File: config.mk
export PLATFORM = sky130hd
export DESIGN_NAME = mdio_master
export DESIGN_NICKNAME = d
export VERILOG_FILES = /design/src/rtl/mdio_pkg.sv /design/src/rtl/mdc_gen.sv /design/src/rtl/mdio_master.sv
export SDC_FILE = /design/constraint.sdc
export NUM_CORES = 1
export LEC_CHECK = 0
export ABC_AREA = 1
export CORE_MARGIN = 2
export CORE_UTILIZATION = 50
export CTS_BUF_LIST = sky130_fd_sc_hd__clkbuf_4 sky130_fd_sc_hd__clkbuf_8 sky130_fd_sc_hd__clkbuf_16
export CTS_CLUSTER_SIZE = 30
export DETAILED_ROUTE_END_ITERATION = 10
export HOLD_SLACK_MARGIN = 0.06
export PLACE_DENSITY = 0.71
export RECOVER_POWER = 25
export SLEW_MARGIN = 20
export SYNTH_ARGS = -nofsm -noshare
export SYNTH_HDL_FRONTEND = slang
export SYNTH_SLANG_ARGS = --single-unit
File: constraint.sdc
create_clock -name clk -period 2.23 [get_ports clk]
set_input_delay 0.669 -clock clk [delete_from_list [all_inputs] [get_ports clk]]
set_output_delay 0.669 -clock clk [all_outputs]
set_load 0.01 [all_outputs]
File: src/rtl/mdio_pkg.sv
// Shared types and constants for the Clause 22 MDIO master.
package mdio_pkg;

    typedef enum logic [2:0] {IDLE, PREAMBLE, HDR, TA, DATA, DONE} mdio_state_e;

    localparam logic [1:0] ST_VALID = 2'b01;
    localparam logic [1:0] OP_WR    = 2'b01;
    localparam logic [1:0] OP_RD    = 2'b10;

    localparam int ST_MSB    = 31;
    localparam int ST_LSB    = 30;
    localparam int OP_MSB    = 29;
    localparam int OP_LSB    = 28;
    localparam int PHYAD_MSB = 27;
    localparam int PHYAD_LSB = 23;
    localparam int REGAD_MSB = 22;
    localparam int REGAD_LSB = 18;
    localparam int TA_MSB    = 17;
    localparam int TA_LSB    = 16;
    localparam int WDATA_MSB = 15;
    localparam int WDATA_LSB = 0;

    localparam int HDR_BITS  = 14;
    localparam int TA_BITS   = 2;
    localparam int DATA_BITS = 16;

    function automatic mdio_state_e next_seg(input mdio_state_e s);
        case (s)
            PREAMBLE: next_seg = HDR;
            HDR:      next_seg = TA;
            TA:       next_seg = DATA;
            default:  next_seg = DONE;
        endcase
    endfunction

    function automatic logic [5:0] seg_len(input mdio_state_e s);
        case (s)
            HDR:     seg_len = 6'(HDR_BITS);
            TA:      seg_len = 6'(TA_BITS);
            DATA:    seg_len = 6'(DATA_BITS);
            default: seg_len = 6'd0;
        endcase
    endfunction

endpackage

File: src/rtl/mdc_gen.sv
// MDC divider: each MDIO bit is 2*MDC_DIV clk cycles, low half first.
module mdc_gen #(
    parameter int MDC_DIV = 4
) (
    input  logic clk,
    input  logic reset,
    input  logic en_i,
    output logic bit_start_o,
    output logic mdc_rise_o,
    output logic mdc_o
);
    localparam int CW = $clog2(2 * MDC_DIV + 1);
    localparam logic [CW-1:0] TOP  = CW'(2 * MDC_DIV - 1);
    localparam logic [CW-1:0] HALF = CW'(MDC_DIV);

    logic [CW-1:0] cnt_q, cnt_d;
    logic          mdc_q, mdc_d;

    // Down-counter: terminal count 0 marks the start of a bit, HALF the rising edge.
    always_comb begin
        bit_start_o = en_i && (cnt_q == '0);
        mdc_rise_o  = en_i && (cnt_q == HALF);
        mdc_d       = en_i && (cnt_q != '0) && (cnt_q <= HALF);
        if (!en_i)
            cnt_d = '0;
        else if (cnt_q == '0)
            cnt_d = TOP;
        else
            cnt_d = cnt_q - CW'(1);
    end

    always_ff @(posedge clk) begin
        if (reset) begin
            cnt_q <= '0;
            mdc_q <= 1'b0;
        end else begin
            cnt_q <= cnt_d;
            mdc_q <= mdc_d;
        end
    end

    assign mdc_o = mdc_q;

endmodule

File: src/rtl/mdio_master.sv
// Clause 22 MDIO master: serialises a 32-bit frame word, turns the bus around for reads.
//   state    | meaning
//   IDLE     | waiting for mdio_start
//   PREAMBLE | sending PREAMBLE_LEN ones
//   HDR      | sending ST/OP/PHYAD/REGAD
//   TA       | turnaround: driven on writes, released and checked on reads
//   DATA     | 16 data bits out (write) or in (read)
//   DONE     | single-cycle data_rdy pulse
module mdio_master
    import mdio_pkg::*;
#(
    parameter int MDC_DIV      = 4,
    parameter int PREAMBLE_LEN = 32
) (
    input  logic        clk,
    input  logic        reset,
    input  logic        mdio_start,
    input  logic [31:0] t_data,
    input  logic        mdio_in,
    output logic [15:0] rd_data,
    output logic        data_rdy,
    output logic        rd_err,
    output logic        busy,
    output logic        mdc,
    output logic        mdio_oe,
    output logic        mdio_out
);
    mdio_state_e state_q, state_d, seg_sel;
    logic [5:0]  bit_cnt_q, bit_cnt_d, cnt_sel;
    logic [31:0] frame_q, frame_d;
    logic [15:0] rd_shift_q, rd_shift_d, rd_data_q, rd_data_d;
    logic        is_rd_q, is_rd_d, ta_err_q, ta_err_d;
    logic        busy_q, busy_d, data_rdy_q, data_rdy_d, rd_err_q, rd_err_d;
    logic        oe_q, oe_d, out_q, out_d, drive_en;
    logic        bit_start, mdc_rise;

    mdc_gen #(.MDC_DIV(MDC_DIV)) u_mdc_gen (
        .clk         (clk),
        .reset       (reset),
        .en_i        (busy_q),
        .bit_start_o (bit_start),
        .mdc_rise_o  (mdc_rise),
        .mdc_o       (mdc)
    );

    // bit_cnt holds the bits of the current segment not yet put on the bus.
    always_comb begin
        state_d    = state_q;
        bit_cnt_d  = bit_cnt_q;
        frame_d    = frame_q;
        rd_shift_d = rd_shift_q;
        rd_data_d  = rd_data_q;
        is_rd_d    = is_rd_q;
        ta_err_d   = ta_err_q;
        busy_d     = busy_q;
        oe_d       = oe_q;
        out_d      = out_q;
        data_rdy_d = 1'b0;
        rd_err_d   = 1'b0;
        seg_sel    = state_q;
        cnt_sel    = bit_cnt_q;
        drive_en   = 1'b1;

        case (state_q)
            IDLE: begin
                if (mdio_start) begin
                    if (t_data[ST_MSB:ST_LSB] != ST_VALID) begin
                        state_d    = DONE;
                        data_rdy_d = 1'b1;
                        rd_err_d   = 1'b1;
                    end else begin
                        frame_d  = t_data;
                        is_rd_d  = (t_data[OP_MSB:OP_LSB] == OP_RD);
                        ta_err_d = 1'b0;
                        busy_d   = 1'b1;
                        if (PREAMBLE_LEN == 0) begin
                            state_d   = HDR;
                            bit_cnt_d = 6'(HDR_BITS);
                        end else begin
                            state_d   = PREAMBLE;
                            bit_cnt_d = 6'(PREAMBLE_LEN);
                        end
                    end
                end
            end
            DONE: state_d = IDLE;
            default: begin
                if (mdc_rise && is_rd_q) begin
                    if (state_q == TA && bit_cnt_q == 6'd0)
                        ta_err_d = mdio_in;
                    if (state_q == DATA)
                        rd_shift_d = {rd_shift_q[14:0], mdio_in};
                end
                if (bit_start) begin
                    if (bit_cnt_q == 6'd0) begin
                        seg_sel = next_seg(state_q);
                        cnt_sel = seg_len(seg_sel);
                        state_d = seg_sel;
                    end
                    if (seg_sel == DONE) begin
                        busy_d     = 1'b0;
                        oe_d       = 1'b0;
                        out_d      = 1'b0;
                        data_rdy_d = 1'b1;
                        rd_err_d   = is_rd_q && ta_err_q;
                        if (is_rd_q)
                            rd_data_d = rd_shift_q;
                    end else begin
                        bit_cnt_d = cnt_sel - 6'd1;
                        drive_en  = !(is_rd_q && (seg_sel == TA || seg_sel == DATA));
                        oe_d      = drive_en;
                        if (seg_sel == PREAMBLE) begin
                            out_d = 1'b1;
                        end else begin
                            out_d   = drive_en & frame_q[31];
                            frame_d = {frame_q[30:0], 1'b0};
                        end
                    end
                end
            end
        endcase
    end

    always_ff @(posedge clk) begin
        if (reset) begin
            state_q    <= IDLE;
            bit_cnt_q  <= '0;
            frame_q    <= '0;
            rd_shift_q <= '0;
            rd_data_q  <= '0;
            is_rd_q    <= 1'b0;
            ta_err_q   <= 1'b0;
            busy_q     <= 1'b0;
            data_rdy_q <= 1'b0;
            rd_err_q   <= 1'b0;
            oe_q       <= 1'b0;
            out_q      <= 1'b0;
        end else begin
            state_q    <= state_d;
            bit_cnt_q  <= bit_cnt_d;
            frame_q    <= frame_d;
            rd_shift_q <= rd_shift_d;
            rd_data_q  <= rd_data_d;
            is_rd_q    <= is_rd_d;
            ta_err_q   <= ta_err_d;
            busy_q     <= busy_d;
            data_rdy_q <= data_rdy_d;
            rd_err_q   <= rd_err_d;
            oe_q       <= oe_d;
            out_q      <= out_d;
        end
    end

    assign rd_data  = rd_data_q;
    assign data_rdy = data_rdy_q;
    assign rd_err   = rd_err_q;
    assign busy     = busy_q;
    assign mdio_oe  = oe_q;
    assign mdio_out = out_q;

endmodule

==> key figures <==
Status
  – Status: finished clean

Detailed routing
  – Antenna Nets Post-Route: 0
  – Vias after detailed routing: 3676
  – TritonRoute pass-1 iters: 5
  – Via density: ~5
  – Post-DR wirelength/cell: around 12 um
  – Drt first-iter violations: 153
  – DRC viols: 0
  – Total Wirelength: 8690 um

Yosys
  – Combinational family with the most area after synthesis: simple AND/OR/NAND/NOR gates
  – FFs w/ async S/R, synth: 0%
  – Simple-Gate Fraction of Synth Area: a little over a third
  – Synthesized Nets: 598
  – Synth top area share: 43.2%
  – Yosys reg bits: 85
  – Yosys cell types: 34
  – Sequential area share after synthesis: 43.2%
  – Top post-synthesis cells by area: dfxtp_1 43%, nand2_1 13%, nor2_1 9.2%, nor2_2 5.2%, o21ai_0 5.0%
  – Post-synth EDFFs: 0
  – Post-synthesis xor/xnor area fraction: 0.222%
  – Adder-Cell Fraction of Synth Area: 0.953%
  – Area leader, netlist: dfxtp_1
  – Compound-cell area share of the yosys netlist: 14.0%
  – Top FF cell, synth: dfxtp_1
  – Syn Std Cell Area: 3940 um^2
  – Synth warn: 0
  – Post-synthesis mux area share: 0%
  – Post-Syn Area per Cell: 7.05 um^2
  – Cell count after synthesis: 559

Global route
  – GRT Resource Usage Total: 20.9%
  – Grt total ovfl: 0
  – Initial antenna violation count: 0
  – Largest net degree at the start of global routing: 35
  – First-pass GRT wire length: 14800 um
  – Number of global-route vias before repair: roughly 3500

Setup path
  – CP required: between 1.5 and 2 ns
  – Slowest cell on the critical path: clkdlybuf4s50_1
  – CP Cell Sequence: clkdlybuf4s50_1
  – Buf/Inv on CP: 1
  – Number of cells on the critical path: 1
  – Critical path's largest stage delay: around 0.58 ns
  – Crit path DAT: roughly 1.4 ns
  – Crit-path leading delay family: buffers and inverters
  – Critical path type: reg2out
  – Worst setup SP type: register
  – Reg2Reg Depth: 11
  – Worst setup EP type: output port
  – Critical Path Fanout Max: 5

Layout
  – Commonest cells after routing, fill and taps aside: 136 x nand2_1, 96 x nor2_1, 85 x dfxtp_1
  – # fillers: roughly 730
  – Fraction of layout cells with a size suffix above 1: 13.0%
  – # diodes: 0
  – Most common cell after layout, fill and taps aside: nand2_1
  – Nets@finish: 657
  – Finished Layout Cells: 725
  – Area Growth Syn to Fin: 22.7%

Place
  – Placed insts: 708
  – Routability cong.: 0.930
  – Port Buffers: 57
  – HPWL Detailed: between 6000 and 7000 um
  – Place WS: -0.134 ns

Floorplan
  – Die area: 8610 um^2
  – Die span in x: 92.8 um
  – Initial core utilization: 51.3%
  – Die Span Y: 92.8 um
  – Rows: 32
  – Core Region: 7690 um^2
  – Top Ports: 58

STA
  – Final number of hold-violating endpoints: 0
  – WHS: 0.441 ns
  – Unrepaired setup endpoints after global routing: false
  – Final TNS setup: 0 ns
  – Setup violations, final: 0
  – Final Slew Violations: 0
  – Worst slew pin tran: a little over 0.7 ns
  – Worst clock skew: 0.0176 ns
  – Crit share post-route: slightly above 90%
  – Min Tclk post-route: about 2.1 ns
  – Max transition margin: 51.8%
  – PnR worst setup slack: 0.170 ns
  – Fmax achieved: 0.485 GHz

CTS
  – CTS tree: built
  – Clk pin slew, worst setup/hold paths: roughly 0.10 ns
  – Worst-Skew Late Latency: ~0.36 ns
  – CTS buffer count: 9
  – CTS root buffer: clkbuf_8
  – CTS Sinks: 85
  – Clock Tree Buf Depth: 2
  – H-Tree Level Count: 3

Flow run
  – Max Cap Viol: 0

Hold path
  – Hold path cells: 1
  – Worst min-delay path class: reg2reg

Power
  – Seq pwr share: between 30% and 40%
  – P per Cell Area: 1270 nW/um^2
  – Clock power share: ~18%
  – Combinational power share: 48.0%
  – Peak VDD IR: ~0.6 mV
  – Leak: 2.17 nW
  – Sw Pwr: 2.77 mW
  – Switching Fraction: 45.2%
  – Power Internal: between 3 and 4 mW
==> logic make-up (layout without fill, tap and decap cells) <==
group | Yosys count | count (layout)
AO/OA/AOI/OAI | 104 | 104
XOR/XNOR | 1 | 1
adder cells (fa/ha/maj) | 3 | 3
buffers and inverters | 58 | 122
flip-flops | 85 | 85
AND/OR/NAND/NOR | 308 | 308
==> power by group through the flow <==
stage               sequential [mW]  combinational, mW  clock [mW]
CTS                            2.11               2.95        1.11
detailed placement             2.14               2.93           0
global route                   2.16               3.33        1.17
global placement               2.14               2.88           0
finish                         2.11               2.94        1.08
floorplan                      2.09               2.35           0
==> synth_stat cells, types with 2 or more instances <==
cell type,number
nand2_1,136
ha_1,3
o21ai_1,39
clkbuf_1,19
a21oi_1,20
nand4_1,3
o21ai_0,39
buf_2,2
a31oi_1,2
a211oi_1,2
nor3_1,17
nand3_1,9
nor2_2,33
nor2_4,3
nand3b_1,2
dfxtp_1,85
inv_1,27
nor2_1,97
buf_6,6
==> final cells by class <==
class | instances | area (um^2) | area share [%]
Tap cell | 102 | 128 | 2.64
Clock buffer | 9 | 124 | 2.56
Sequential cell | 85 | 1700 | 35.2
Timing Repair Buffer | 76 | 719 | 14.9
Multi-Input combinational cell | 416 | 1970 | 40.7
Clock inverter | 7 | 76.3 | 1.58
Inverter | 30 | 115 | 2.38
==> what timing repair did <==
| item | 4_1_cts | 5_1_grt |
|---|---|---|
| gates resized for setup | 0 | 2 |
| buffers inserted | 0 | 1 |
| setup endpoints to repair | 0 | 13 |
| endpoints found under the hold margin | 0 | 0 |
| hold buffers | 0 | 0 |
==> stage by stage <==
stage / power (mW) / instance area (um^2) / utilization (%)
3_3_place_gp: 5.02 / 4620 / 60.1
4_1_cts: 6.17 / 4820 / 62.7
6_report: 6.14 / 4830 / 62.9
5_1_grt: 6.66 / 4830 / 62.9
2_1_floorplan: 4.43 / 3940 / -
3_5_place_dp: 5.08 / 4620 / 60.1
==> sequential cells by signal, summed over array words and instances (netlist names) <==
register,cells
is_rd_q,1
data_rdy,1
mdio_oe,1
busy,1
ta_err_q,1
rd_err,1
mdio_out,1
rd_data,16
bit_cnt_q,6
u_mdc_gen.mdc_o,1
frame_q,32
state_q,3
u_mdc_gen.cnt_q,4
rd_shift_q,16
==> per-layer routing <==
metal	routed length (um)	vias to the layer above	global-route usage (%)
met5	0	-	0
met4	148	0	7.48
met3	381	12	3.82
met2	4130	82	36.5
met1	4030	1669	25.7
li1	-	1913	-
==> worst paths after layout <==
check / from / endpoint / slack (ns)
worst max-delay path: busy / busy / 0.17
worst min-delay path: u_mdc_gen.cnt_q[0] / u_mdc_gen.cnt_q[0] / 0.44
worst max register to register: u_mdc_gen.cnt_q[0] / frame_q[0] / 0.21
worst min register to register: u_mdc_gen.cnt_q[0] / u_mdc_gen.cnt_q[0] / 0.44
Note: power is estimated with default switching activity, not from simulation.
